**src/rtl/operand_entry_ctrl_if.sv**
```systemverilog
// Front-panel and datapath signal bundle for operand_entry_ctrl.
// master: the controller; slave: the panel/datapath side.
interface operand_entry_ctrl_if;
  logic [3:0] BTN;
  logic [3:0] LEDS;
  logic [3:0] op_a;
  logic [3:0] op_b;
  logic       start;
  logic       done;
  logic [3:0] result;
  logic       err;

  modport master (
    input  BTN, done, result,
    output LEDS, op_a, op_b, start, err
  );

  modport slave (
    output BTN, done, result,
    input  LEDS, op_a, op_b, start, err
  );
endinterface

```
**src/rtl/operand_entry_ctrl.sv**
```systemverilog
// Front-panel sequencer: debounced buttons drive operand entry, datapath start and result display.
// Optional macro ENTRY_BLINK_EN: blink LEDS while editing an operand.
module operand_entry_ctrl #(
  parameter int unsigned DEB_CYCLES     = 4,
  parameter int unsigned TIMEOUT_CYCLES = 64,
  parameter int unsigned BLINK_DIV      = 8
) (
  input logic                  clk,
  input logic                  reset,
  operand_entry_ctrl_if.master bus
);

  localparam int unsigned DCW = $clog2(DEB_CYCLES + 1);
  localparam int unsigned TCW = $clog2(TIMEOUT_CYCLES);

  if (DEB_CYCLES < 1 || TIMEOUT_CYCLES < 2 || BLINK_DIV < 1) begin : g_bad_params
    $error("operand_entry_ctrl: parameter out of range");
  end

  typedef enum logic [2:0] {
    S_IDLE, S_ENTER_A, S_ENTER_B, S_START, S_WAIT, S_SHOW
  } state_e;

  // ---------------- input path ----------------
  logic [3:0]     sync1_q, sync2_q, deb_q, deb_prev_q, press_q;
  logic [DCW-1:0] deb_cnt_q [4];

  always_ff @(posedge clk) begin
    if (!reset) begin
      sync1_q    <= '0;
      sync2_q    <= '0;
      deb_q      <= '0;
      deb_prev_q <= '0;
      press_q    <= '0;
      for (int unsigned i = 0; i < 4; i++) deb_cnt_q[i] <= '0;
    end else begin
      sync1_q    <= bus.BTN;
      sync2_q    <= sync1_q;
      deb_prev_q <= deb_q;
      press_q    <= deb_q & ~deb_prev_q;
      for (int unsigned i = 0; i < 4; i++) begin
        // Count consecutive samples disagreeing with the accepted level.
        if (sync2_q[i] != deb_q[i]) begin
          if (deb_cnt_q[i] == DCW'(DEB_CYCLES - 1)) begin
            deb_q[i]     <= sync2_q[i];
            deb_cnt_q[i] <= '0;
          end else begin
            deb_cnt_q[i] <= deb_cnt_q[i] + 1'b1;
          end
        end else begin
          deb_cnt_q[i] <= '0;
        end
      end
    end
  end

  logic p_inc, p_dec, p_conf, p_abort;

  always_comb begin
    p_abort = press_q[3];
    p_conf  = press_q[2] & ~press_q[3];
    p_dec   = press_q[1] & ~(|press_q[3:2]);
    p_inc   = press_q[0] & ~(|press_q[3:1]);
  end

  // ---------------- sequencer ----------------
  state_e         state_q, state_d;
  logic [3:0]     value_q, value_d;
  logic [3:0]     op_a_q, op_a_d;
  logic [3:0]     op_b_q, op_b_d;
  logic [3:0]     res_q, res_d;
  logic [3:0]     leds_q, leds_d;
  logic           err_q, err_d;
  logic           start_q, start_d;
  logic [TCW-1:0] wait_cnt_q, wait_cnt_d;
  logic           edit;
  logic           blank;

  always_comb begin
    state_d    = state_q;
    value_d    = value_q;
    op_a_d     = op_a_q;
    op_b_d     = op_b_q;
    res_d      = res_q;
    err_d      = err_q;
    wait_cnt_d = wait_cnt_q;
    edit       = 1'b0;

    unique case (state_q)
      S_IDLE: begin
        if (p_conf) begin
          state_d = S_ENTER_A;
          value_d = '0;
        end
      end
      S_ENTER_A, S_ENTER_B: begin
        if (p_abort) begin
          state_d = S_IDLE;
        end else if (p_conf) begin
          if (state_q == S_ENTER_A) begin
            op_a_d  = value_q;
            value_d = '0;
            state_d = S_ENTER_B;
          end else begin
            op_b_d  = value_q;
            state_d = S_START;
          end
        end else if (p_inc) begin
          value_d = value_q + 4'd1;
          edit    = 1'b1;
        end else if (p_dec) begin
          value_d = value_q - 4'd1;
          edit    = 1'b1;
        end
      end
      S_START: begin
        err_d      = 1'b0;
        wait_cnt_d = '0;
        state_d    = S_WAIT;
      end
      S_WAIT: begin
        // Abort beats done; done beats a coincident timeout.
        if (p_abort) begin
          state_d = S_IDLE;
        end else if (bus.done) begin
          res_d   = bus.result;
          state_d = S_SHOW;
        end else if (wait_cnt_q == TCW'(TIMEOUT_CYCLES - 1)) begin
          err_d   = 1'b1;
          res_d   = 4'hF;
          state_d = S_SHOW;
        end else begin
          wait_cnt_d = wait_cnt_q + 1'b1;
        end
      end
      S_SHOW: begin
        if (p_abort) begin
          state_d = S_IDLE;
        end else if (p_conf) begin
          state_d = S_ENTER_A;
          value_d = '0;
        end
      end
      default: state_d = S_IDLE;
    endcase

    start_d = (state_d == S_START);

    unique case (state_d)
      S_ENTER_A, S_ENTER_B: leds_d = blank ? 4'h0 : value_d;
      S_SHOW:               leds_d = res_d;
      default:              leds_d = 4'h0;
    endcase
  end

`ifdef ENTRY_BLINK_EN
  localparam int unsigned BCW = $clog2(BLINK_DIV + 1);

  logic [BCW-1:0] blink_cnt_q, blink_cnt_d;
  logic           blink_off_q, blink_off_d;

  always_comb begin
    blink_cnt_d = '0;
    blink_off_d = 1'b0;
    if (state_d == S_ENTER_A || state_d == S_ENTER_B) begin
      if (state_d != state_q || edit) begin
        blink_cnt_d = '0;
        blink_off_d = 1'b0;
      end else if (blink_cnt_q == BCW'(BLINK_DIV - 1)) begin
        blink_cnt_d = '0;
        blink_off_d = ~blink_off_q;
      end else begin
        blink_cnt_d = blink_cnt_q + 1'b1;
        blink_off_d = blink_off_q;
      end
    end
    blank = blink_off_d;
  end

  always_ff @(posedge clk) begin
    if (!reset) begin
      blink_cnt_q <= '0;
      blink_off_q <= 1'b0;
    end else begin
      blink_cnt_q <= blink_cnt_d;
      blink_off_q <= blink_off_d;
    end
  end
`else
  assign blank = 1'b0;
`endif

  always_ff @(posedge clk) begin
    if (!reset) begin
      state_q    <= S_IDLE;
      value_q    <= '0;
      op_a_q     <= '0;
      op_b_q     <= '0;
      res_q      <= '0;
      leds_q     <= '0;
      err_q      <= 1'b0;
      start_q    <= 1'b0;
      wait_cnt_q <= '0;
    end else begin
      state_q    <= state_d;
      value_q    <= value_d;
      op_a_q     <= op_a_d;
      op_b_q     <= op_b_d;
      res_q      <= res_d;
      leds_q     <= leds_d;
      err_q      <= err_d;
      start_q    <= start_d;
      wait_cnt_q <= wait_cnt_d;
    end
  end

  assign bus.LEDS  = leds_q;
  assign bus.op_a  = op_a_q;
  assign bus.op_b  = op_b_q;
  assign bus.start = start_q;
  assign bus.err   = err_q;

endmodule

```
**src/flat_wrapper.sv**
```systemverilog
// flat-port wrapper written by rule: the top's interface ports become plain ports
module operand_entry_ctrl_flat 
#(
  parameter int unsigned DEB_CYCLES     = 4,
  parameter int unsigned TIMEOUT_CYCLES = 64,
  parameter int unsigned BLINK_DIV      = 8
)
  (clk, reset, bus_BTN, bus_done, bus_result, bus_LEDS, bus_op_a, bus_op_b, bus_start, bus_err);
  operand_entry_ctrl_if bus_i ();
  input logic clk;
  input logic reset;
  input wire logic [$bits(bus_i.BTN)-1:0] bus_BTN;
  input wire logic [$bits(bus_i.done)-1:0] bus_done;
  input wire logic [$bits(bus_i.result)-1:0] bus_result;
  output wire logic [$bits(bus_i.LEDS)-1:0] bus_LEDS;
  output wire logic [$bits(bus_i.op_a)-1:0] bus_op_a;
  output wire logic [$bits(bus_i.op_b)-1:0] bus_op_b;
  output wire logic [$bits(bus_i.start)-1:0] bus_start;
  output wire logic [$bits(bus_i.err)-1:0] bus_err;
  assign bus_i.BTN = bus_BTN;
  assign bus_i.done = bus_done;
  assign bus_i.result = bus_result;
  assign bus_LEDS = bus_i.LEDS;
  assign bus_op_a = bus_i.op_a;
  assign bus_op_b = bus_i.op_b;
  assign bus_start = bus_i.start;
  assign bus_err = bus_i.err;
  operand_entry_ctrl #(.DEB_CYCLES(DEB_CYCLES), .TIMEOUT_CYCLES(TIMEOUT_CYCLES), .BLINK_DIV(BLINK_DIV)) u_core (.clk(clk), .reset(reset), .bus(bus_i));
endmodule
```
**config.mk**
```make
export PLATFORM = sky130hd
export DESIGN_NAME = operand_entry_ctrl_flat
export DESIGN_NICKNAME = d
export VERILOG_FILES = /design/src/rtl/operand_entry_ctrl_if.sv /design/src/rtl/operand_entry_ctrl.sv /design/src/flat_wrapper.sv
export SDC_FILE = /design/constraint.sdc
export NUM_CORES = 1
export LEC_CHECK = 0
export ABC_AREA = 0
export BUFFER_PORTS_ARGS = -buffer_cell sky130_fd_sc_hd__buf_2
export CAP_MARGIN = 20
export CORE_MARGIN = 1.5
export CORE_UTILIZATION = 52
export CTS_CLUSTER_SIZE = 16
export DETAILED_ROUTE_END_ITERATION = 6
export PLACE_DENSITY = 0.84
export SLEW_MARGIN = 0
export SYNTH_ARGS = -nofsm -noshare
export SYNTH_HDL_FRONTEND = slang
export SYNTH_SLANG_ARGS = --single-unit
export TNS_END_PERCENT = 20
```
**constraint.sdc**
```tcl
create_clock -name clk -period 1.8 [get_ports clk]
set_clock_uncertainty 0.2 [all_clocks]
set_input_delay 0.18 -clock clk [delete_from_list [all_inputs] [get_ports clk]]
set_output_delay 0.18 -clock clk [all_outputs]
set_load 0.05 [all_outputs]
```
* Yosys cells after proc, flatten, opt, wreduce, memory -nomap -nowiden
Memories as Yosys holds them, arrays and structs flattened.
Cells that the tools add are included.
Widths: inputs -> output; s select.
** Storage, ports and cells
- Flip-flop bits (word level) :: 51
- Memory bits (writable) :: 12
- Input port bits :: 11
- Output and inout port bits :: 14
- Logic and storage cells :: 169
- Memories :: 1
** Memories
- u_core.deb_cnt_q :: depth 4, bits a word 3, read ports 4, clocked after memory_dff 0, wr ports 4, RTL line operand_entry_ctrl.sv:26 : logic [DCW-1:0] deb_cnt_q [4];
** Operators by class
- Add/sub/neg operators :: 7
- Equal/unequal tests :: 22
- Mux-type cells :: 87
- Bitwise logic cells :: 21
- Reductions and logical operators :: 14
** Operators by type and width (number)
- $mux 3 :: 19
- $mux 1 :: 49
- $mux 4 :: 11
- $eq 3x2->1 const B :: 8
- $mux 6 :: 3
- $reduce_and 4->1 :: 4
- $pmux 3 s5 :: 1
- $add 3x1->3 const B :: 4
- $or 1x1->1 :: 12
- $pmux 4 s3 :: 1
- $pmux 6 s2 :: 1
- $eq 3x3->1 const B :: 3
- $pmux 4 s2 :: 1
- $reduce_and 2->1 :: 4
- $add 6x1->6 const B :: 1
- $eq 3x1->1 const B :: 2
- $eq 6x6->1 const B :: 1
- $ne 2x2->1 const B :: 3
- $reduce_or 2->1 :: 3
- $add 4x1->4 const B :: 1
- $and 4x4->4 :: 1
- $ne 1x1->1 :: 4
- $not 1->1 :: 4
- $not 4->4 :: 1
- 7 further kinds :: 9

* Longest topological paths before layout
Gate-level depths: netlist (run 1).
- Depth in word-level cells :: 9
- Gate-level depth with buffers :: 7
- Gate-level depth less buffers :: 7

* Worst setup path before layout (run 1)
OpenSTA, ideal clock, no wires.
- Path kind :: register -> register
- Start point :: register u_core.press_q[3]
- End point :: register u_core.wait_cnt_q[5]
- Library setup time :: 0.133 ns
- Data arrival time :: 1.562 ns
- Data required time :: 1.467 ns
- Path slack :: -0.095 ns
- Stages on the path, launching flop included :: 6
- Path buffers :: 0
- Period minus slack after synthesis :: 1.895 ns
- Path through :: dfxtp_1 > or4b_4 > a311oi_4 > o2111ai_1 > xor2_1 > nor2_1
** Between the ends
- Word-level cells in the longest chain between the ends :: 2
** RTL lines
- start: declaration :: RTL line operand_entry_ctrl.sv:25 : logic [3:0] sync1_q, sync2_q, deb_q, deb_prev_q, press_q;
- start signal: assignment :: RTL line operand_entry_ctrl.sv:40 : press_q <= deb_q & ~deb_prev_q;
- $ne 2x2->1 (no line)
- $reduce_and 4->1 (no line)
- end signal: assignment :: RTL line operand_entry_ctrl.sv:213 : wait_cnt_q <= wait_cnt_d;
- end: declaration :: RTL line operand_entry_ctrl.sv:75 : logic [TCW-1:0] wait_cnt_q, wait_cnt_d;
Every way passes these cells.
A chain may end at the register's enable or synchronous reset.

* Worst setup path after layout (run 1)
Ends and elaborated chain as after synthesis.

==> results of run 1 <==
## placed cells by master, fill, tap and decap left out, types with 2 or more instances in the layout
| cell type | count |
|---|---|
| and2_1 | 13 |
| nor2_2 | 2 |
| buf_2 | 24 |
| ha_1 | 11 |
| clkinv_2 | 2 |
| o21bai_1 | 3 |
| edfxtp_1 | 12 |
| dfxtp_1 | 46 |
| dfxtp_2 | 4 |
| inv_1 | 16 |
| o21ai_0 | 5 |
| nand2_1 | 7 |
| dlygate4sd3_1 | 6 |
| o21a_1 | 2 |
| mux2i_1 | 11 |
| nor4b_1 | 2 |
| o2111ai_1 | 2 |
| clkbuf_8 | 12 |
| nor2_1 | 47 |
| o32ai_1 | 3 |
| buf_4 | 39 |
| xnor2_1 | 4 |
| or3_1 | 6 |
| a21oi_1 | 12 |
| conb_1 | 12 |
| nor2b_1 | 5 |
| nor3_1 | 4 |
| o22ai_1 | 4 |
| nand2b_1 | 4 |
| xor2_1 | 4 |
## repair_timing
action	CTS	global route
pin swaps	4	1
endpoints found under the setup margin	16	21
hold endpoints to repair	6	0
resized for setup	16	6
buffers inserted	3	0
hold buffers	6	0
## routing by layer
| metal | wire, um | part of all wire | up-vias | track usage |
|---|---|---|---|---|
| met5 | 0 | 0 | - | 0 |
| met4 | 224 | 0.038 | 0 | 0.154 |
| met3 | 371 | 0.063 | 25 | 0.0583 |
| met2 | 2930 | 0.50 | 88 | 0.392 |
| met1 | 2330 | 0.40 | 1037 | 0.263 |
| li1 | - | - | 1077 | - |
## power breakdown
group | internal [mW] | switching [mW]
Clock | 0.748 | 0.528
Sequential | 1.46 | 0.00893
Combinational | 0.0451 | 0.0520
## cell families after synthesis
logic type / after synthesis / synth area share
AO/OA/AOI/OAI: 43 / 0.114
XOR/XNOR: 9 / 0.0298
adder cells (fa/ha/maj): 11 / 0.0521
buffers and inverters: 27 / 0.0403
flip-flops: 63 / 0.523
multiplexers: 11 / 0.0417
other: 1 / 0.00142
AND/OR/NAND/NOR: 102 / 0.198
## layout make-up
| cell class | instances | area (um^2) | area share |
|---|---|---|---|
| well taps | 67 | 83.8 | 0.0239 |
| repair buffers | 70 | 484 | 0.138 |
| clock inverters | 3 | 40.0 | 0.0114 |
| inverters | 17 | 63.8 | 0.0182 |
| flip-flops and latches | 63 | 1390 | 0.397 |
| multi-input cells | 188 | 1270 | 0.363 |
| clock buffers | 13 | 169 | 0.0482 |
## critical path: stages (launching register included)
cell and delay (ns):
dfxtp_2 0.32, or4b_4 0.57, a311oi_4 0.35, o2111ai_2 0.17, xor2_1 0.19, nor2_1 0.07
## final timing paths
check | endpoint | start
setup / recovery | u_core.wait_cnt_q[5] | u_core.press_q[3]
hold / removal | u_core.bus.err | bus_done
setup reg to reg | u_core.wait_cnt_q[5] | u_core.press_q[3]
hold reg to reg | u_core.press_q[1] | u_core.deb_prev_q[1]
## metrics by stage
| step | hold WS (ns) | power (mW) | TNS (ns) |
|---|---|---|---|
| finish | 0.0664 | 2.84 | -1.51 |
| global route | 0.0648 | 2.93 | -2.77 |
| CTS | 0.0523 | 2.86 | -0.983 |
| detailed placement | 0.175 | 1.58 | -1.39 |
| global placement | 0.172 | 1.58 | -0.796 |
| floorplan | 0.107 | 1.55 | -0.206 |
## flip-flops by register name, summed over array words and instances, names as in the netlist, 3 cells and up
signal,count
u_core.state_q,3
u_core.res_q,4
u_core.deb_prev_q,4
u_core.sync2_q,4
u_core.press_q,4
u_core.sync1_q,4
u_core.deb_cnt_q,12
u_core.deb_q,4
u_core.wait_cnt_q,6
u_core.bus.op_a,4
u_core.value_q,4
u_core.bus.LEDS,4
u_core.bus.op_b,4
==> impl_summary.log, run 1 <==
[metrics] outcome: finished with violations
[metrics] failing checks: setup timing
[metrics] crit path setup slack, layout: -0.181 ns
[metrics] library cell occupying the most area in the post-synthesis netlist: dfxtp_1
[metrics] Cell Count, Final, Fillers Out: 421
[metrics] RSZ-0062 raised after global routing: true
[metrics] Primary FF master, synth: dfxtp_1
[metrics] placement row count: 25
[metrics] ranking of synthesized cells by area: dfxtp_1, edfxtp_1, nor2_1
[metrics] DP Wirelength: 3.88 mm
[metrics] number of design rule violations left after detail routing: 0
[metrics] clock tree from TritonCTS: yes
[metrics] Synth Instances: 267
[metrics] 1st-pass router iterations: 5
[metrics] total global-route track usage: 0.234
[metrics] Final #Nets: 371
[metrics] startpoint class of the critical path: register
[metrics] cell at the root of the clock tree: clkbuf_8
[metrics] number of setup violations in the final report: 15
[metrics] minimum setup slack among reg-to-reg paths: -0.18 ns
[metrics] fraction of final layout cells sized beyond drive strength 1: 0.280
[metrics] Highest Clock Rate: 0.505 GHz
[metrics] Post-DRT Antenna Nets: 0
[metrics] Top-Level Pins: 25
[metrics] capturing element type of the critical path: register
[metrics] worst path required time: 1.84 ns
[metrics] maximum buffer depth of the clock tree: 2
[metrics] CTS H-Tree Depth: 3
[metrics] placer's final routability congestion estimate: 0.848
[metrics] ratio of total power to cell area: 811 nW/um^2
[metrics] core area: 4820 um^2
[metrics] WS Path Type: register to register
[metrics] clock-pin slew reported for the worst setup and hold paths after clock tree synthesis: 0.07 ns
[metrics] Max IR drop VDD: 0.575 mV
[metrics] die extent in x: 74.3 um
[metrics] share of async-settable or async-resettable flops after synthesis: 0
[metrics] Util after Layout: 0.727
[metrics] CTS sink cnt: 63
[metrics] Final Max Slew Viols: 0
[metrics] post-route design area: 3500 um^2
[metrics] mean area per synthesized cell: 9.89 um^2
[metrics] count of yosys warnings during synthesis: 0
[metrics] number of flops mapped to enable cells by yosys: 12
[metrics] static leakage power: 1.49 nW
[metrics] routed via count divided by cell count: 5.29
[metrics] post-synthesis sequential element count: 63
[metrics] endpoints failing hold: 0
[metrics] netlist area before placement: 2640 um^2
[metrics] Worst Hold Class: input pin to register
[metrics] overall die height: 74.3 um
[metrics] post-layout min period: 1.98 ns
[metrics] initial detailed-routing violation count: 150
[metrics] Place WS: -0.151 ns
[metrics] Overflow after GRT: 0
[metrics] global-route wire length before repair: 9.50 mm
[metrics] Area growth, synth to finish: 32.5%
[metrics] Yosys cell types: 43
[metrics] area post-placement: 3120 um^2
[metrics] die area: 5520 um^2
[metrics] portion of the post-synthesis area used by sequential elements: 0.523
[metrics] area share of the largest cell type after synthesis: 0.387
[metrics] cts bufs inserted: 9
[metrics] biggest fanout along the worst timing path: 5
[metrics] I/O Buffers: 24
[metrics] cells on worst reg2reg path: 5
[metrics] initial antenna violation count: 0
[metrics] detailed-route via count: 2227
[metrics] post-placement cell count: 396
[metrics] Period Utilization, post-route: 1.10
[metrics] Arr. time, crit path: 2.02 ns
[metrics] Hold Path Depth: 4
[metrics] number of antenna repair diodes: 0
[metrics] source-to-sink clock delay at the later pin of the worst-skew pair: 0.35 ns
[metrics] pin count of the biggest net entering global routing: 17
[metrics] mean routed wirelength per cell: 13.9 um
[metrics] most frequently used cell type in the post-synthesis netlist: dfxtp_1
[metrics] total length of routed wires: 5.86 mm
[metrics] most common library cells after synthesis: dfxtp_1, nor2_1, inv_1
[metrics] via count of the first global-routing pass: 2204
[metrics] number of max-cap violations: 0
[metrics] filler cell count: 348
[metrics] starting utilization of the core area: 0.548
No activity file was read; power rests on OpenSTA's default activity.
==> run 2: changes to the inputs <==
CTS_CLUSTER_DIAMETER = 50   (was not set)
RECOVER_POWER = 100   (was not set)
==> impl_summary.log, run 2 (same netlist as run 1, synthesis figures left out) <==
[metrics] RSZ-0062 raised after global routing: true
[metrics] routed length on met1: 2.37 mm
[metrics] routed wl met3: 332 um
[metrics] Highest Clock Rate: 0.503 GHz
[metrics] Area growth, synth to finish: 31.6%
[metrics] Max stage delay cell, worst path: or4b_4
[metrics] global-route wire length before repair: 9.50 mm
[metrics] biggest registers after layout: u_core.deb_cnt_q: 12 flops, u_core.wait_cnt_q: 6 flops
[metrics] startpoint class of the critical path: register
[metrics] outcome: finished with violations
[metrics] maximum buffer depth of the clock tree: 2
[metrics] largest reg by FF count: u_core.deb_cnt_q
[metrics] CTS H-Tree Depth: 3
[metrics] biggest fanout along the worst timing path: 5
[metrics] Overflow after GRT: 0
[metrics] Least-Margin Pin Slew: 0.595 ns
[metrics] initial detailed-routing violation count: 158
[metrics] I/O Buffers: 24
[metrics] Top-Level Pins: 25
[metrics] pin count of the biggest net entering global routing: 17
[metrics] initial antenna violation count: 0
[metrics] cells on worst reg2reg path: 5
[metrics] minimum setup slack among reg-to-reg paths: -0.19 ns
[metrics] placer's final routability congestion estimate: 0.848
[metrics] worst path required time: 1.83 ns
[metrics] static leakage power: 1.42 nW
[metrics] Max IR drop VDD: 0.575 mV
[metrics] worst max-slew margin expressed relative to the limit: 0.605
[metrics] Reg2Reg Launch Point: u_core.press_q[3]
[metrics] total length of routed wires: 5.86 mm
[metrics] routed via count divided by cell count: 5.27
[metrics] endpoint of the most critical register-to-register path: u_core.wait_cnt_q[5]
[metrics] Arr. time, crit path: 2.02 ns
[metrics] Worst Hold Class: input pin to register
[metrics] die area: 5520 um^2
[metrics] failing checks: setup timing
[metrics] capturing element type of the critical path: register
[metrics] start point of the worst min-delay path: bus_done
[metrics] DR top layer: met4
[metrics] placement row count: 25
[metrics] number of design rule violations left after detail routing: 0
[metrics] mean routed wirelength per cell: 13.9 um
[metrics] crit path setup slack, layout: -0.189 ns
[metrics] Final Total Pwr: 2.84 mW
[metrics] cell at the root of the clock tree: clkbuf_8
[metrics] buffer and inverter count on the worst path: 0
[metrics] post-layout min period: 1.99 ns
[metrics] CP cell instances: or4b_4 -> a311oi_4 -> o2111ai_2 -> xor2_1 -> nor2_1
[metrics] source-to-sink clock delay at the later pin of the worst-skew pair: 0.35 ns
[metrics] WL met2: 2.93 mm
[metrics] core area: 4820 um^2
[metrics] WS Path Type: register to register
[metrics] cell family with the largest share of critical-path delay: simple AND/OR/NAND/NOR gates
[metrics] number of antenna repair diodes: 0
[metrics] Largest register FFs: 12
[metrics] clock-pin slew reported for the worst setup and hold paths after clock tree synthesis: 0.07 ns
[metrics] DP Wirelength: 3.88 mm
[metrics] number of max-cap violations: 0
[metrics] die extent in x: 74.3 um
[metrics] starting utilization of the core area: 0.548
[metrics] endpoints failing hold: 0
[metrics] ratio of total power to cell area: 816 nW/um^2
[metrics] worst setup path endpoint: u_core.wait_cnt_q[5]
[metrics] cts bufs inserted: 9
[metrics] Place WS: -0.151 ns
[metrics] total global-route track usage: 0.234
[metrics] commonest cells after routing, fill and taps aside: nor2_1, dfxtp_1, buf_4
[metrics] detailed-route via count: 2218
[metrics] CTS sink cnt: 63
[metrics] overall die height: 74.3 um
[metrics] fraction of final layout cells sized beyond drive strength 1: 0.237
[metrics] clock tree from TritonCTS: yes
[metrics] Post-DRT Antenna Nets: 0
[metrics] 1st-pass router iterations: 4
[metrics] stage delay of the slowest cell on the critical path: 0.57 ns
[metrics] Final Max Slew Viols: 0
[metrics] Critical Path Source: u_core.press_q[3]
[metrics] number of setup violations in the final report: 15
[metrics] most frequent standard cell in the layout excluding fill and tap cells: nor2_1
[metrics] Period Utilization, post-route: 1.11
[metrics] logic depth of the worst path, buffers included: 5
[metrics] via count of the first global-routing pass: 2204
[metrics] Final #Nets: 371
[run 2: cell types whose count changed in the layout (fill, tap and decap cells not counted), sizes merged]
cell,before,now
clkbuf,13,29
buf,64,48
[run 2: metal layers]
metal,vias to the layer above,track usage
li1,1082,-
met1,1036,0.263
met2,75,0.392
met3,25,0.0583
met4,0,0.154
met5,-,0
[run 2: worst min path at each step]
stage	cells past startpoint	slack (ns)	endpoint
after CTS	4	0.05	u_core.bus.err
after detailed placement	1	0.18	u_core.press_q[2]
after floorplan	1	0.11	u_core.sync1_q[0]
after global placement	1	0.17	u_core.press_q[2]
final	4	0.07	u_core.bus.err
after global routing	4	0.06	u_core.res_q[3]
[run 2: final cells by class]
type / instances / area, um^2
Clock buffer: 13 / 169
Clock inverter: 3 / 40.0
Fill cell: 358 / 1340
Inverter: 17 / 63.8
Multi-Input combinational cell: 188 / 1270
Sequential cell: 63 / 1390
Tap cell: 67 / 83.8
Timing Repair Buffer: 70 / 460
[run 2: repair_timing]
item                                   4_1_cts  5_1_grt
hold buffers                                 6        0
pin swaps                                    4        1
buffers inserted                             3        0
resized for setup                           16        6
setup endpoints to repair                   16       21
endpoints found under the hold margin        6        0
[run 2: worst min-delay path: cells and delay by family]
family          cells  cell delay, ns
compound gates      1            0.13
simple gates        2            0.12
buf+inv             1            0.15
[run 2: report_power, final]
group | internal [mW] | switching, mW | total, mW
clock network | 0.748 | 0.527 | 1.28
registers | 1.46 | 0.00897 | 1.47
logic | 0.0447 | 0.0517 | 0.0964
[run 2: per-stage QoR]
step | instance area [um^2] | setup TNS, ns | hold slack, ns | utilization | instances
detailed placement | 3120 | -1.39 | 0.175 | 0.648 | 396
global route | 3480 | -2.80 | 0.0648 | 0.722 | 421
CTS | 3480 | -0.983 | 0.0523 | 0.722 | 421
finish | 3480 | -1.66 | 0.0681 | 0.722 | 421
floorplan | 2680 | -0.206 | 0.107 | - | 278
global placement | 3120 | -0.796 | 0.172 | 0.648 | 396
